**src/rtl/ram_arbiter.sv**
```systemverilog
// rtl/ram_arbiter.sv - two-port arbiter with lock in front of a single-port synchronous RAM.
// Define ARB_RR_EN for round-robin contention; otherwise port 0 wins contention.
module ram_arbiter #(
    parameter int AW = 16,
    parameter int DW = 16
) (
    input  logic          clk,
    input  logic          rst_n,
    input  logic          m0_req,
    input  logic          m0_we,
    input  logic          m0_lock,
    input  logic [AW-1:0] m0_addr,
    input  logic [DW-1:0] m0_wdata,
    output logic          m0_gnt,
    output logic          m0_rvalid,
    output logic [DW-1:0] m0_rdata,
    input  logic          m1_req,
    input  logic          m1_we,
    input  logic          m1_lock,
    input  logic [AW-1:0] m1_addr,
    input  logic [DW-1:0] m1_wdata,
    output logic          m1_gnt,
    output logic          m1_rvalid,
    output logic [DW-1:0] m1_rdata,
    output logic [AW-1:0] ram_addr,
    output logic [DW-1:0] ram_din,
    output logic          ram_we,
    input  logic [DW-1:0] ram_dout
);

    typedef enum logic [1:0] {IDLE, LOCK0, LOCK1} state_t;

    state_t state, state_nxt;
    logic   g0, g1;
    logic   rv0, rv1;
    logic   ptr;

`ifdef ARB_RR_EN
    // Pointer follows the last unlocked transfer, so a lock owner hands priority to the other port.
    always_ff @(posedge clk or negedge rst_n) begin
        if (!rst_n)
            ptr <= 1'b0;
        else if (g0 && !m0_lock)
            ptr <= 1'b1;
        else if (g1 && !m1_lock)
            ptr <= 1'b0;
    end
`else
    assign ptr = 1'b0;
`endif

    always_comb begin
        g0        = 1'b0;
        g1        = 1'b0;
        state_nxt = state;
        case (state)
            IDLE: begin
                if (m0_req && (!m1_req || !ptr))
                    g0 = 1'b1;
                else if (m1_req)
                    g1 = 1'b1;
            end
            LOCK0:   g0 = m0_req;
            LOCK1:   g1 = m1_req;
            default: ;
        endcase
        // Grants must read 0 for the whole time reset is held, not just after the next edge.
        if (!rst_n) begin
            g0 = 1'b0;
            g1 = 1'b0;
        end
        if (g0)
            state_nxt = m0_lock ? LOCK0 : IDLE;
        else if (g1)
            state_nxt = m1_lock ? LOCK1 : IDLE;
    end

    always_ff @(posedge clk or negedge rst_n) begin
        if (!rst_n) begin
            state <= IDLE;
            rv0   <= 1'b0;
            rv1   <= 1'b0;
        end else begin
            state <= state_nxt;
            rv0   <= g0 && !m0_we;
            rv1   <= g1 && !m1_we;
        end
    end

    assign m0_gnt    = g0;
    assign m1_gnt    = g1;
    assign m0_rvalid = rv0;
    assign m1_rvalid = rv1;
    assign m0_rdata  = ram_dout;
    assign m1_rdata  = ram_dout;

    assign ram_we   = g0 ? m0_we    : (g1 ? m1_we    : 1'b0);
    assign ram_addr = g0 ? m0_addr  : (g1 ? m1_addr  : '0);
    assign ram_din  = g0 ? m0_wdata : (g1 ? m1_wdata : '0);

endmodule

```
**config.mk**
```make
export PLATFORM = sky130hd
export DESIGN_NAME = ram_arbiter
export DESIGN_NICKNAME = d
export VERILOG_FILES = /design/src/rtl/ram_arbiter.sv
export SDC_FILE = /design/constraint.sdc
export NUM_CORES = 1
export LEC_CHECK = 0
export CAP_MARGIN = 20
export CORE_MARGIN = 8
export CORE_UTILIZATION = 21
export CTS_CLUSTER_DIAMETER = 80
export CTS_CLUSTER_SIZE = 14
export DETAILED_ROUTE_END_ITERATION = 7
export PLACE_DENSITY = 0.82
export SLEW_MARGIN = 20
export SYNTH_ARGS = -nofsm -noshare
export SYNTH_HDL_FRONTEND = slang
export SYNTH_SLANG_ARGS = --single-unit
export TNS_END_PERCENT = 50
```
**constraint.sdc**
```tcl
create_clock -name clk -period 1.6 [get_ports clk]
set_input_delay 0.32 -clock clk [delete_from_list [all_inputs] [get_ports clk]]
set_output_delay 0.32 -clock clk [all_outputs]
set_load 0.03 [all_outputs]
```
==> summary.md <==
| Metric | Value |
|---|---|
| Async SR Flop Fraction | `100%` |
| Most frequently used flop master after synthesis | `dfrtp_1` |
| Power density normalized to cell area | `about 900 nW/µm²` |
| Total power of the final layout | `0.00177 W` |
| Final-layout setup total negative slack | `-3.15 ns` |
| Area added between synthesis and finish | `120%` |
| Most frequently used cell type in the post-synthesis netlist | `buf_4` |
| DRT antenna net count | `0` |
| Ant. Diodes | `0` |
| Highest achievable clock rate | `between 500 and 600 MHz` |
| Max Buffers Root-to-Sink | `2` |
| Placed standard-cell area | `1700 µm²` |
| Area of the die | `6560 µm²` |
| Fraction of final layout cells sized beyond drive strength 1 | `approximately half` |
| Cell type of the slowest stage on the worst timing path | `dfrtp_1` |
| Count of unique library cells instantiated by Yosys | `16` |
| Area of the core region | `approximately 4000 µm²` |
| Cell type with the highest occurrence count on the critical path | `buf_6` |
| Worst slew pin tran | `~0.31 ns` |
| # H-tree levels | `1` |
| Clock tree from TritonCTS | `done` |
| Required time at the endpoint of the critical path | `between 1 and 1.5 ns` |
| Gp weighted congestion | `between 0.7 and 0.8` |
| Cts-stage hold buffer count | `0` |
| Data arrival at the endpoint of the critical path | `1.40 ns` |
| Die outline height | `between 80 and 90 µm` |
| Max Clock Skew | `around 0.00017 ns` |
| Fill cell total of the finished layout | `~360` |
| Die W | `about 81 µm` |
| Mean post-synth cell area | `between 9 and 10 µm²` |
| Fin crit share | `108%` |
| Initial core utilization | `approximately 22%` |
| Half-perimeter wire length after detailed placement | `3320 µm` |
| Wire length of the first global-routing pass | `about 6400 µm` |
| Clock latency at the later pin of the worst-skew pair | `~0.21 ns` |
| Peak fanout along the critical path | `9` |
| Initial DRT Pass Iterations | `4` |
| Count of flip-flops with a built-in enable after synthesis | `0` |
| Area share of the largest cell type after synthesis | `about 29%` |
| Sink Count | `4` |
| Max-slew headroom | `79.0%` |
| Setup violators final | `34` |
| Clk root buf | `clkbuf_8` |
| Vias per std cell | `5.00` |
| Routed length per placed instance | `around 20 µm` |
| Leakage power figure | `0.930 nW` |
| Critical path, cell by cell | `and3b_2, buf_6, a32o_1, buf_6` |
| Max-cap violations | `0` |
| Antenna violations before repair | `0` |
| Area occupied by registers | `100 µm²` |
| WL final | `around 4400 µm` |
| Port Buffers | `around 110` |
| Crit end category | `primary output` |
| Yosys warnings | `0` |
| Violations in the final reports | `setup timing` |
| Multi-input gate area in the final layout | `about 460 µm²` |
| CP peak stage delay | `around 0.37 ns` |
| Fin. max-slew vios | `0` |
| Final Util | `between 40 and 50%` |
| Netlist area before placement | `887 µm²` |
| Setup repair after global routing missed its margin | `true` |
| Startpoint kind of the worst setup timing path | `flop` |
| Nets@finish | `between 200 and 300` |
| Flip-flop and latch count after synthesis | `4` |
| Top area cells in the synthesized netlist | `buf_4 29%, a32o_2 25%, a32o_1 15%` |
| Vias in the first global route | `roughly 1300` |
| Synthesized instance count | `91` |
| Standard-cell row count | `23` |
| Clock-pin slew of the registers on the worst-case setup and hold paths | `roughly 0.030 ns` |
| Net Count, Synth | `between 150 and 200` |
| Critical path start-end classification | `reg -> out` |
| Pin count of the biggest net entering global routing | `25` |
| Cell taking the most area after synthesis | `buf_4` |
| Overall overflow remaining after global route | `0` |
| Final Hold Violating Endpoints | `0` |
| Synth cell count leaders | `34 x buf_4, 20 x a32o_2, 13 x a32o_1` |
| Final setup slack of the worst path | `-0.125 ns` |
| Sequential element share of the synthesized area | `roughly 11%` |
| Combined global-route utilization of all metal layers | `12.4%` |
| Cell area after layout | `around 2000 µm²` |
| Top-Level Pins | `~160` |
| Hold/Removal Path Class | `in -> async` |
| Worst vdd ir | `~0.55 mV` |
| Initial DRC Count | `24` |
| Result of the run | `finished, violations left` |
| Via Count | `roughly 1100` |
| Worst Hold Slack | `0.143 ns` |
| Minimum clock period | `about 1.7 ns` |
| Clock buffers created by TritonCTS | `3` |
| Final routed DRC violation total | `0` |
[per-layer routing]
metal,global-route usage [%],share of wire [%],vias up
met1,12.5,37,506
met2,22.6,48,88
met4,3.93,1.0,0
met3,4.97,14,10
met5,0,0,-
li1,-,-,501
[cell usage in the layout, fill, tap and decap left out]
cell type,n
dfrtp_1,4
buf_6,38
nand3b_1,1
buf_16,1
and3b_1,1
nand2b_4,1
and3b_2,1
nor2b_1,1
dlygate4sd2_1,1
a32o_2,27
buf_12,3
and4bb_2,1
clkdlybuf4s50_1,70
mux2_2,1
clkbuf_8,3
o22a_1,1
clkdlybuf4s15_1,2
a32o_1,6
nor3b_1,1
buf_4,6
and2_4,1
[cells by family after synthesis]
kind of cell,synth area share [%]
simple gates,7.20
compound gates,41.0
buf+inv,39.2
mux,1.27
flops,11.3
[state kept, by name, summed over array words and instances (netlist names)]
register	cells
state	2
m0_rvalid	1
m1_rvalid	1
[path summary, 6_finish.rpt]
| kind | startpoint | to | slack [ns] | cells after the start |
|---|---|---|---|---|
| min in group clk | state[1] | state[1] | 0.51 | 1 |
| max in group asynchronous | rst_n | state[1] | 1.35 | 2 |
| hold / removal | rst_n | state[0] | 0.14 | 2 |
| setup reg to reg | state[1] | state[0] | 0.20 | 4 |
| setup / recovery | state[0] | ram_we | -0.12 | 4 |
| hold reg to reg | state[1] | state[1] | 0.51 | 1 |
[worst max-delay path: cells and delay by family (launching register included)]
kind / cells / cell delay, ns
flops: 1 / 0.37
buf+inv: 2 / 0.30
simple gates: 1 / 0.33
compound gates: 1 / 0.19
[where the power goes]
group / internal, W / leakage (nW) / switching (W) / total (W)
logic: 0.000745 / 0.858 / 0.000663 / 0.00141
clock network: 0.000160 / 0.0216 / 0.0000472 / 0.000207
registers: 0.000132 / 0.0510 / 0.0000179 / 0.000150
[layout make-up]
type                       instances  share of cell area [%]
sequential                         4                    5.12
clock buffer                       3                    2.11
multi-input combinational         43                    23.5
timing repair buffer             121                    66.0
tap                               50                    3.20
[what timing repair did]
item,CTS,global route
gates resized for setup,37,19
buffers inserted,2,2
pin swaps,24,6
cloned,3,0
endpoints found under the setup margin,36,35
[stage by stage]
stage	std cells	setup WS, ns
floorplan	91	0.0652
global placement	214	-0.278
detailed placement	214	-0.332
CTS	222	-0.221
global route	221	-0.185
finish	221	-0.125
(Power assumes the default switching activity.)
